$ cat src/rtl/neander_ctrl.sv
// Neander control unit: Moore FSM sequencing fetch, decode, operand fetch and execute
// with registered strobes. Optional fetch single-step gate: define NEANDER_CTRL_STEP_EN.
module neander_ctrl #(
  parameter int OPW  = 4,
  parameter int SELW = 3
) (
  input  logic            clk,
  input  logic            rst,
  input  logic [OPW-1:0]  opcode,
  input  logic            flag_n,
  input  logic            flag_z,
`ifdef NEANDER_CTRL_STEP_EN
  input  logic            step,
  output logic            step_wait,
`endif
  output logic            pc_inc,
  output logic            pc_load,
  output logic            rem_load,
  output logic            rem_sel,
  output logic            rdm_load,
  output logic            rdm_sel,
  output logic            mem_write,
  output logic            ri_load,
  output logic            ac_load,
  output logic            nz_load,
  output logic [SELW-1:0] sel_ula,
  output logic            halted
);

  localparam logic [3:0] OP_NOP = 4'b0000;
  localparam logic [3:0] OP_STA = 4'b0001;
  localparam logic [3:0] OP_LDA = 4'b0010;
  localparam logic [3:0] OP_ADD = 4'b0011;
  localparam logic [3:0] OP_OR  = 4'b0100;
  localparam logic [3:0] OP_AND = 4'b0101;
  localparam logic [3:0] OP_NOT = 4'b0110;
  localparam logic [3:0] OP_JMP = 4'b1000;
  localparam logic [3:0] OP_JN  = 4'b1001;
  localparam logic [3:0] OP_JZ  = 4'b1010;
  localparam logic [3:0] OP_HLT = 4'b1111;

  localparam logic [SELW-1:0] ULA_ADD  = SELW'(3'b000);
  localparam logic [SELW-1:0] ULA_AND  = SELW'(3'b001);
  localparam logic [SELW-1:0] ULA_OR   = SELW'(3'b010);
  localparam logic [SELW-1:0] ULA_NOT  = SELW'(3'b011);
  localparam logic [SELW-1:0] ULA_PASS = SELW'(3'b100);

  typedef enum logic [4:0] {
    S_F_ADDR  = 5'd0,
    S_F_READ  = 5'd1,
    S_F_RDM   = 5'd2,
    S_F_RI    = 5'd3,
    S_DECODE  = 5'd4,
    S_O_ADDR  = 5'd5,
    S_O_READ  = 5'd6,
    S_O_RDM   = 5'd7,
    S_D_ADDR  = 5'd8,
    S_D_READ  = 5'd9,
    S_D_RDM   = 5'd10,
    S_D_WDATA = 5'd11,
    S_D_WRITE = 5'd12,
    S_EXEC    = 5'd13,
    S_JUMP    = 5'd14,
    S_SKIP    = 5'd15,
    S_HALT    = 5'd16
  } state_t;

  typedef struct packed {
    logic pc_inc;
    logic pc_load;
    logic rem_load;
    logic rem_sel;
    logic rdm_load;
    logic rdm_sel;
    logic mem_write;
    logic ri_load;
    logic ac_load;
    logic nz_load;
    logic halted;
  } strobe_t;

  // Strobe pattern owned by each state.
  function automatic strobe_t state_strobes(input state_t s);
    strobe_t t;
    t = '0;
    case (s)
      S_F_ADDR:  t.rem_load  = 1'b1;
      S_F_READ:  t.pc_inc    = 1'b1;
      S_F_RDM:   t.rdm_load  = 1'b1;
      S_F_RI:    t.ri_load   = 1'b1;
      S_O_ADDR:  t.rem_load  = 1'b1;
      S_O_READ:  t.pc_inc    = 1'b1;
      S_O_RDM:   t.rdm_load  = 1'b1;
      S_D_ADDR: begin
        t.rem_load = 1'b1;
        t.rem_sel  = 1'b1;
      end
      S_D_RDM:   t.rdm_load  = 1'b1;
      S_D_WDATA: begin
        t.rdm_load = 1'b1;
        t.rdm_sel  = 1'b1;
      end
      S_D_WRITE: t.mem_write = 1'b1;
      S_EXEC: begin
        t.ac_load = 1'b1;
        t.nz_load = 1'b1;
      end
      S_JUMP:    t.pc_load   = 1'b1;
      S_SKIP:    t.pc_inc    = 1'b1;
      S_HALT:    t.halted    = 1'b1;
      default:   t = '0;
    endcase
    return t;
  endfunction

  // ULA operation for the instruction in RI; non-ALU opcodes select ADD.
  function automatic logic [SELW-1:0] ula_select(input logic [3:0] op);
    logic [SELW-1:0] sel;
    case (op)
      OP_ADD:  sel = ULA_ADD;
      OP_AND:  sel = ULA_AND;
      OP_OR:   sel = ULA_OR;
      OP_NOT:  sel = ULA_NOT;
      OP_LDA:  sel = ULA_PASS;
      default: sel = ULA_ADD;
    endcase
    return sel;
  endfunction

  function automatic logic is_jump(input logic [3:0] op);
    logic j;
    case (op)
      OP_JMP, OP_JN, OP_JZ: j = 1'b1;
      default:              j = 1'b0;
    endcase
    return j;
  endfunction

  state_t          state_r;
  state_t          next_s;
  strobe_t         strb_r;
  logic [SELW-1:0] sel_ula_r;
  logic            run_r;
  logic            fetch_go_s;
  logic [3:0]      op_s;

  assign op_s = opcode[3:0];

  // run_r keeps the first post-reset cycle in F_ADDR so the reset cycle itself is strobe-free.
`ifdef NEANDER_CTRL_STEP_EN
  assign fetch_go_s = run_r & step;
`else
  assign fetch_go_s = run_r;
`endif

  // Next-state selection.
  always_comb begin
    next_s = state_r;
    case (state_r)
      S_F_ADDR: begin
        if (fetch_go_s) next_s = S_F_READ;
        else            next_s = S_F_ADDR;
      end
      S_F_READ: next_s = S_F_RDM;
      S_F_RDM:  next_s = S_F_RI;
      S_F_RI:   next_s = S_DECODE;
      S_DECODE: begin
        case (op_s)
          OP_HLT: next_s = S_HALT;
          OP_NOT: next_s = S_EXEC;
          OP_STA, OP_LDA, OP_ADD, OP_OR, OP_AND, OP_JMP: next_s = S_O_ADDR;
          OP_JN: begin
            if (flag_n) next_s = S_O_ADDR;
            else        next_s = S_SKIP;
          end
          OP_JZ: begin
            if (flag_z) next_s = S_O_ADDR;
            else        next_s = S_SKIP;
          end
          default: next_s = S_F_ADDR;
        endcase
      end
      S_O_ADDR: next_s = S_O_READ;
      S_O_READ: next_s = S_O_RDM;
      S_O_RDM: begin
        if (is_jump(op_s)) next_s = S_JUMP;
        else               next_s = S_D_ADDR;
      end
      S_D_ADDR: begin
        if (op_s == OP_STA) next_s = S_D_WDATA;
        else                next_s = S_D_READ;
      end
      S_D_READ:  next_s = S_D_RDM;
      S_D_RDM:   next_s = S_EXEC;
      S_D_WDATA: next_s = S_D_WRITE;
      S_D_WRITE: next_s = S_F_ADDR;
      S_EXEC:    next_s = S_F_ADDR;
      S_JUMP:    next_s = S_F_ADDR;
      S_SKIP:    next_s = S_F_ADDR;
      S_HALT:    next_s = S_HALT;
      default:   next_s = S_F_ADDR;
    endcase
  end

  // State and output registers; strobes are loaded with the pattern of the state being entered.
  always_ff @(posedge clk or negedge rst) begin
    if (!rst) begin
      state_r   <= S_F_ADDR;
      strb_r    <= '0;
      sel_ula_r <= ULA_ADD;
      run_r     <= 1'b0;
    end else begin
      state_r   <= next_s;
      strb_r    <= state_strobes(next_s);
      sel_ula_r <= ula_select(op_s);
      run_r     <= 1'b1;
    end
  end

`ifdef NEANDER_CTRL_STEP_EN
  assign step_wait = (state_r == S_F_ADDR) & ~step;
  assign rem_load  = strb_r.rem_load & ~step_wait;
`else
  assign rem_load  = strb_r.rem_load;
`endif

  assign pc_inc    = strb_r.pc_inc;
  assign pc_load   = strb_r.pc_load;
  assign rem_sel   = strb_r.rem_sel;
  assign rdm_load  = strb_r.rdm_load;
  assign rdm_sel   = strb_r.rdm_sel;
  assign mem_write = strb_r.mem_write;
  assign ri_load   = strb_r.ri_load;
  assign ac_load   = strb_r.ac_load;
  assign nz_load   = strb_r.nz_load;
  assign halted    = strb_r.halted;
  assign sel_ula   = sel_ula_r;

endmodule
$ cat config.mk
export PLATFORM = sky130hd
export DESIGN_NAME = neander_ctrl
export DESIGN_NICKNAME = d
export VERILOG_FILES = /design/src/rtl/neander_ctrl.sv
export SDC_FILE = /design/constraint.sdc
export NUM_CORES = 1
export LEC_CHECK = 0
export BUFFER_PORTS_ARGS = -buffer_cell sky130_fd_sc_hd__buf_4
export CAP_MARGIN = 40
export CORE_MARGIN = 1.5
export CORE_UTILIZATION = 50
export CTS_BUF_LIST = sky130_fd_sc_hd__clkbuf_4 sky130_fd_sc_hd__clkbuf_8
export CTS_CLUSTER_DIAMETER = 50
export DETAILED_ROUTE_END_ITERATION = 16
export GPL_ROUTABILITY_DRIVEN = 0
export PLACE_DENSITY_LB_ADDON = 0.08
export SLEW_MARGIN = 25
export SYNTH_ARGS = -nofsm -noshare
export SYNTH_HDL_FRONTEND = slang
export SYNTH_SLANG_ARGS = --single-unit
$ cat constraint.sdc
create_clock -name clk -period 2.38 [get_ports clk]
set_clock_uncertainty 0.15 [all_clocks]
set_input_delay 0.238 -clock clk [delete_from_list [all_inputs] [get_ports clk]]
set_output_delay 0.238 -clock clk [all_outputs]
set_load 0.01 [all_outputs]
Word-level counts from Yosys, hierarchy flattened
Index checks and enable logic that the tools add are counted.
Widths: inputs -> output; s select.

word-level totals
  input port bits = 8
  bits in registers = 20

cells by class
  reductions and logical operators = 7
  mux-type cells = 20
  eq/ne operators = 36

operator list
  kind                count
  $pmux 5 s13         1
  $eq 5x4->1 const B  11
  $eq 5x3->1 const B  7
  $pmux 5 s5          1
  $eq 5x2->1 const B  4
  $eq 4x4->1 const B  4
  $eq 4x3->1 const B  3
  $mux 1              12
  $pmux 3 s4          1
  $eq 5x1->1 const B  2
  $eq 5x5->1 const B  2
  $logic_not 5->1     2
  $reduce_or 3->1     3
  $eq 4x2->1 const B  2
  $mux 4              2
  $reduce_or 6->1     1
  $eq 4x1->1 const B  1
  $mux 2              2
  $reduce_or 4->1     1
  $mux 3              1

Depth between registers and ports, before layout
Gate-level depths: netlist of run 1.

  depth in word-level cells = 9
  mapped depth = 7

Worst setup path before layout of run 1
No wires, ideal clock.

  path kind = register -> register
  start point = reg state_r[3]
  end point = reg strb_r (netlist bit ac_load)
  path buffers = 2
  arrival time = 1.678 ns
  stages on the path, launching flop included = 8
  clock period less this slack = 1.924 ns
  data required time = 2.134 ns
  path slack = 0.456 ns
  setup time = 0.096 ns
  path through = dfrtp_1 > buf_6 > nand2b_4 > buf_6 > nor3_2 > a21oi_1 > or4_4 > nor4_2

on the way
  longest elaborated chain between the ends = 4
  elaborated cells on any way between the ends = 16
  those cells by class = 13 x eq/ne; 2 x mux; 1 x reduce/logical

ends and longest elaborated chain
  what                                      RTL line  text
  start: declaration                        139       state_t state_r;
  start signal: assignment                  213       state_r <= next_s;
  $eq 5x5->1, or another cell as far along  159       case (state_r)
  $pmux 5 s13 *                             159
  $eq 5x4->1 *                              86        case (s)
  $mux 2 *                                  86
  end signal: assignment                    214       strb_r <= state_strobes(next_s);
  end: declaration                          141       strobe_t strb_r;

Mark *: on every way between the ends. The rest lies on a longest branch, timed or not.

Worst setup path after layout of run 1
  start point = in opcode[0]
  end point = reg strb_r (netlist bit ac_load)

on the way
  longest elaborated chain between the ends = 8
  elaborated cells on any way between the ends = 20
  those cells by class = 11 x eq/ne; 7 x mux; 2 x reduce/logical

ends and longest elaborated chain
  what                RTL line  text
  start: declaration  9         input logic [OPW-1:0] opcode,
  $eq 4x4->1          132, 168
  $reduce_or 3->1     132       case (op)
  $mux 1              132
  $mux 1              159
  $mux 3              186       if (is_jump(op_s)) next_s = S_JUMP;
  $pmux 5 s13 *       159
  $eq 5x4->1 *        86
  $mux 2 *            86

Mark *: on every way between the ends. The rest lies on a longest branch, timed or not. The select of a mux whose other input is x is not followed.

==> key figures, run 1 <==
Outcome
  – Outcome: finished clean

STA
  – Relative slew slack: 0.6573
  – Final setup viols: 0
  – Final hold violations: 0
  – Tcrit/Tclk final: 0.8993
  – Least-Margin Pin Slew: 0.5140 ns
  – Tmin final: 2.140 ns
  – Final Hold Slack: 0.1177 ns
  – Final slew viol count: 0
  – Maximum clock rate: 467.2 MHz
  – Unrepaired setup endpoints after global routing: no
  – Setup TNS: 0 ns

Clock network
  – CTS tree: yes
  – Root Buffer: clkbuf_4
  – TritonCTS Buffers: 3
  – H-tree levels: 1
  – CTS max path bufs: 2
  – Post-CTS setup buffers: 0
  – Clk_lat worst skew: 0.29 ns
  – Clk pin slew, worst setup/hold paths: 0.10 ns
  – Post-CTS sizing: 0
  – CTS Sinks: 19

Worst setup path
  – Element type at the critical path end: flop
  – Crit path max fanout: 8
  – CP Launch Type: input pin
  – Worst setup path class: input pin to flop
  – WP data required: 2.44 ns
  – Reg2Reg Depth: 5
  – WP data arrival: 2.20 ns

Finish
  – Antenna diodes: 0
  – Fin util: 0.6645
  – Layout cells sized above 1: 0.2521
  – Final nets: 128
  – Post-route cell area: 0.001172 sq mm
  – # fillers: 164
  – Area Growth Syn to Fin: 21.37%
  – Register area: 475.5 sq um
  – Area of the multi-input gates: 430.4 sq um

Global routing
  – Vias in the first global route: 712
  – Gr ovfl total: 0
  – First-pass GRT wire length: 3132 microns
  – Aggregate global-route resource usage: 0.2098
  – Largest net degree at the start of global routing: 20
  – Initial antenna violation count: 0

Routing
  – ANT nets after route: 0
  – Via count: 817
  – Routed WL per cell: 13.35 microns
  – Routed wire length: 1922 microns
  – Vias/cell: 5.674
  – Starting DRT DRC Count: 12
  – DRC: 0
  – Pre-antenna DRT Iters: 4

Job
  – Max cap viols: 0

Hold path
  – HP Class: input pin to flop
  – Hold depth: 3

Pwr
  – Combinational cell fraction of total power: 0.414
  – Pwr Total: 1.146 mW
  – Power per cell area: 977.3 mW/mm^2
  – Cell Int Power: 696.8 uW
  – Clock share of power: 0.147
  – Leak: 0.5444 nW
  – Reg power frac: 0.439
  – Worst vdd rail ir drop: 0.6422 mV
  – Psw: 449.0 uW
  – Switching Share: 0.3919

Yosys
  – Sequential share of the synthesized area: 0.4922
  – Synth top area cells: dfrtp_1, nor4_1, nand2b_1
  – Library cells used by synthesis: 34
  – Synth top area share: 0.4922
  – Mapped cell area: 965.9 sq um
  – Synth area leader: dfrtp_1
  – Mapped Nets: 106
  – Yosys reg bits: 19
  – Avg Inst Size Synth: 9.856 sq um
  – Mapped Cells: 98
  – Ys Warns: 0

Die
  – Initial Util: 0.5475
  – Num rows: 15
  – Die W: 46.95 microns
  – Die area: 0.002204 sq mm
  – Core Box Area: 0.001764 sq mm
  – Die height: 46.95 microns
  – # IOs: 22

Placement
  – Area after DPL: 0.001102 sq mm
  – DP Wirelength: 1353 microns
  – Port Buffers: 21
cell usage after synthesis:
| cell | instances |
|---|---|
| mux2i_1 | 1 |
| nand4b_1 | 1 |
| nor2b_1 | 1 |
| a211oi_1 | 2 |
| clkbuf_1 | 2 |
| dfrtp_1 | 19 |
| mux2_2 | 1 |
| nor3b_1 | 2 |
| nand2_1 | 8 |
| o21ai_0 | 3 |
| or4_4 | 1 |
| o32a_1 | 1 |
| o22ai_1 | 2 |
| a21oi_1 | 6 |
| a2111o_1 | 1 |
| nor3_2 | 1 |
| buf_2 | 3 |
| a211o_1 | 1 |
| nor4_2 | 1 |
| nor2_1 | 6 |
| buf_4 | 1 |
| nand2b_4 | 1 |
| nor4_1 | 8 |
| nand4_1 | 1 |
| conb_1 | 1 |
| o21a_1 | 2 |
| inv_1 | 2 |
| nor3_1 | 6 |
| buf_6 | 2 |
| nand2b_1 | 5 |
| and2_1 | 1 |
| o41ai_1 | 1 |
| o211a_1 | 1 |
| nand3_1 | 3 |
critical path, cell delays in order:
cell	delay, ns
dlygate4sd3_1	0.54
buf_4	0.16
nand2b_1	0.21
nor3_2	0.19
a21oi_1	0.12
or4_4	0.54
nor4_2	0.20
metal layers:
| layer | routed length, microns | up-vias | GRT usage |
|---|---|---|---|
| met2 | 917 | 26 | 0.3068 |
| met1 | 868 | 388 | 0.2871 |
| met5 | 0 | - | 0 |
| met4 | 52 | 0 | 0.1333 |
| li1 | - | 399 | - |
| met3 | 84 | 4 | 0.03462 |
path summary, 6_finish.rpt:
path | from | to | slack (ns)
hold reg to reg | state_r[3] | halted | 0.51
max in group asynchronous | rst | pc_inc | 1.66
hold / removal | opcode[1] | sel_ula[0] | 0.12
min in group asynchronous | rst | rem_sel | 0.21
setup / recovery | opcode[0] | ac_load | 0.24
setup reg to reg | state_r[0] | ac_load | 0.32
power by group through the flow:
| stage | Combinational, mW | Clock [mW] | Sequential (mW) |
|---|---|---|---|
| 5_1_grt | 0.532 | 0.184 | 0.516 |
| 3_5_place_dp | 0.467 | 0 | 0.507 |
| 2_1_floorplan | 0.396 | 0 | 0.458 |
| 6_report | 0.475 | 0.168 | 0.503 |
| 4_1_cts | 0.474 | 0.174 | 0.499 |
| 3_3_place_gp | 0.463 | 0 | 0.506 |
registers in the layout, summed over array words and instances (netlist names):
| name | count |
|---|---|
| state_r | 5 |
| sel_ula | 3 |
| rdm_load | 1 |
| rem_sel | 1 |
| ac_load | 1 |
| pc_inc | 1 |
| ri_load | 1 |
| pc_load | 1 |
| fetch_go_s | 1 |
| halted | 1 |
| mem_write | 1 |
| rdm_sel | 1 |
| rem_load | 1 |
placed cells by master (no fill, tap or decap), types with 2 or more instances in the layout:
cell,instances
nand2_1,8
dfrtp_1,19
dlygate4sd3_1,4
o21ai_0,3
o22ai_1,2
nor3_1,6
nor4_1,8
nand2b_1,5
o21a_1,2
buf_4,21
a211oi_1,2
inv_1,2
nand3_1,3
nor2_1,6
a21oi_1,6
clkbuf_4,4
nor3b_1,2
per-stage QoR:
stage | setup slack (ns) | instances
2_1_floorplan | 0.4563 | 98
3_3_place_gp | 0.4106 | 136
3_5_place_dp | 0.3483 | 136
4_1_cts | 0.2376 | 144
5_1_grt | 0.1155 | 144
6_report | 0.2396 | 144
area by class of cell:
class,instances,share of cell area
inverter,2,0.006403
sequential,19,0.4056
timing repair buffer,25,0.1686
clock buffer,4,0.02561
tap,25,0.02668
multi-input combinational,69,0.3671
cell families (layout without fill, tap and decap cells):
family	Yosys count	in the layout	share of synthesized area
AO/OA/AOI/OAI	20	20	0.1412
buffers and inverters	10	31	0.06218
flip-flops	19	19	0.4922
multiplexers	2	2	0.02202
other	1	1	0.003882
AND/OR/NAND/NOR	46	46	0.2785
what timing repair did:
item                                   in CTS  in global routing
setup endpoints to repair                   0                  0
endpoints found under the hold margin      21                  0
hold buffers                                4                  0
(Power assumes the default switching activity.)
==> inputs of run 2 (changes only) <==
--- a/config.mk
+++ b/config.mk
@@ -13,6 +13,7 @@
 export CTS_CLUSTER_DIAMETER = 50
 export DETAILED_ROUTE_END_ITERATION = 16
 export GPL_ROUTABILITY_DRIVEN = 0
+export HOLD_SLACK_MARGIN = 0.12
 export PLACE_DENSITY_LB_ADDON = 0.08
 export SLEW_MARGIN = 25
 export SYNTH_ARGS = -nofsm -noshare
==> key figures, run 2 (same netlist as run 1, synthesis figures left out) <==
Worst setup path
  – WP data required: 2.44 ns (about the same)
  – Crit-path cells: dlygate4sd3_1 > buf_4 > nand2b_1 > nor3_2 > a21oi_1 > or4_4 > nor4_2
  – WP data arrival: 2.20 ns (about the same)
  – CP max-delay cell: dlygate4sd3_1
  – CP Launch Type: input pin
  – CP max stage delay: 0.54 ns (about the same)
  – Worst setup path class: input pin to flop
  – Crit path max fanout: 8 (unchanged)
  – Element type at the critical path end: flop
  – CP top delay family: simple AND/OR/NAND/NOR gates
  – CP bufs+invs: 2 (unchanged)

Pwr
  – Psw: 453.7 uW (+1.0%)
  – Leak: 0.5510 nW (+1.2%)
  – Worst vdd rail ir drop: 0.6447 mV (+0.38%)
  – Switching Share: 0.3936 (+0.001750)
  – Reg power frac: 0.437 (-0.002)
  – Combinational cell fraction of total power: 0.418 (+0.004)
  – Power per cell area: 966.6 mW/mm^2 (-1.1%)
  – Cell Int Power: 698.9 uW (+0.31%)
  – Clock share of power: 0.145 (-0.002)

Routing
  – DRC: 0 (unchanged)
  – ANT nets after route: 0 (unchanged)
  – Routed wire length: 1965 microns (+2.2%)
  – Starting DRT DRC Count: 34 (+22)
  – Pre-antenna DRT Iters: 4 (unchanged)
  – Vias/cell: 5.740 (+1.2%)
  – Via count: 838 (+2.6%)
  – Routed WL per cell: 13.46 microns (+0.84%)

Finish
  – # fillers: 160 (-2.4%)
  – Commonest non-fill, non-tap cells in the layout: buf_4, dfrtp_1, nor4_1, nand2_1
  – Register area: 475.5 sq um (unchanged)
  – Area of the multi-input gates: 430.4 sq um (unchanged)
  – Post-route cell area: 0.001192 sq mm (+1.7%)
  – Antenna diodes: 0 (unchanged)
  – Final nets: 130 (+1.6%)
  – Most common cell after layout, fill and taps aside: buf_4
  – Most flops, register: state_r
  – Area Growth Syn to Fin: 23.45%
  – Max FFs per register: 5 (unchanged)
  – Layout cells sized above 1: 0.2479 (-0.004167)

Clock network
  – CTS max path bufs: 2 (unchanged)
  – H-tree levels: 1 (unchanged)
  – CTS Sinks: 19 (unchanged)
  – TritonCTS Buffers: 3 (unchanged)
  – Post-CTS setup buffers: 0 (unchanged)
  – Root Buffer: clkbuf_4
  – CTS tree: yes
  – Clk pin slew, worst setup/hold paths: 0.10 ns (about the same)
  – Clk_lat worst skew: 0.29 ns (about the same)

STA
  – Relative slew slack: 0.6478 (-0.009533)
  – Setup TNS: 0 ns (unchanged)
  – Maximum clock rate: 466.9 MHz (about the same)
  – Unrepaired setup endpoints after global routing: no
  – Final slew viol count: 0 (unchanged)
  – Tcrit/Tclk final: 0.9000 (about the same)
  – Final hold violations: 0 (unchanged)
  – Tmin final: 2.142 ns (+0.001609 ns)
  – Final setup viols: 0 (unchanged)
  – Least-Margin Pin Slew: 0.5283 ns (+0.01430 ns)

Global routing
  – Initial antenna violation count: 0 (unchanged)
  – Aggregate global-route resource usage: 0.2138 (+0.003959)
  – Vias in the first global route: 724 (+1.7%)
  – Gr ovfl total: 0 (unchanged)
  – Largest net degree at the start of global routing: 20 (unchanged)
  – First-pass GRT wire length: 3194 microns (+2.0%)

Placement
  – DP Wirelength: 1353 microns (unchanged)
  – Area after DPL: 0.001102 sq mm (unchanged)
  – Port Buffers: 21 (unchanged)

Die
  – Initial Util: 0.5475 (unchanged)
  – Die area: 0.002204 sq mm (unchanged)
  – Die W: 46.95 microns (unchanged)
  – Core Box Area: 0.001764 sq mm (unchanged)
  – Die height: 46.95 microns (unchanged)
  – Num rows: 15 (unchanged)
  – # IOs: 22 (unchanged)

Outcome
  – Outcome: finished clean

Hold path
  – HP Class: input pin to flop

Job
  – Max cap viols: 0 (unchanged)
==> run 2: final timing paths <==
kind	start	end	slack, ns	depth (start not counted)
min in group asynchronous	rst	rem_sel	0.22	2
max in group asynchronous	rst	pc_inc	1.66	2
min	opcode[2]	sel_ula[1]	0.15	3
min reg2reg	state_r[3]	halted	0.50	1
max reg2reg	state_r[0]	ac_load	0.31	5
max	opcode[0]	ac_load	0.24	7
==> run 2: layout make-up <==
cell class / instances / share of cell area
sequential: 19 / 0.3987
multi-input combinational: 69 / 0.3610
timing repair buffer: 27 / 0.1826
tap: 25 / 0.02623
clock buffer: 4 / 0.02518
inverter: 2 / 0.006296
==> run 2: tightest hold or removal path, stage by stage <==
cell,delay (ns)
buf_4,0.13
nand2b_1,0.13
nor2_1,0.06
==> run 2: per-stage QoR <==
step	utilization	worst slack (ns)	power, mW	instances	hold WS, ns
floorplan	-	0.4563	0.8548	98	-0.2076
global placement	0.6248	0.4106	0.9695	136	-0.03245
detailed placement	0.6248	0.3483	0.9735	136	-0.02838
CTS	0.6759	0.2376	1.150	146	0.1402
global route	0.6759	0.1136	1.238	146	0.1656
finish	0.6759	0.2380	1.153	146	0.1461
==> run 2: what timing repair did <==
item / CTS / global route
hold buffers: 6 / 0
endpoints found under the hold margin: 24 / 0
resized for setup: 0 / 0
==> run 2: per-layer routing <==
metal  part of all wire  track usage  vias to the layer above
li1                   -            -                      404
met5                  0            0                        -
met4              0.026       0.1333                        0
met3              0.055      0.03462                        4
met2               0.47       0.3205                       33
met1               0.45       0.2871                      397
==> run 2: power by group through the flow <==
stage / Clock (mW) / Combinational (mW) / Sequential [mW]
finish: 0.168 / 0.481 / 0.504
global route: 0.184 / 0.537 / 0.516
CTS: 0.174 / 0.476 / 0.499
detailed placement: 0 / 0.467 / 0.507
global placement: 0 / 0.463 / 0.506
floorplan: 0 / 0.396 / 0.458
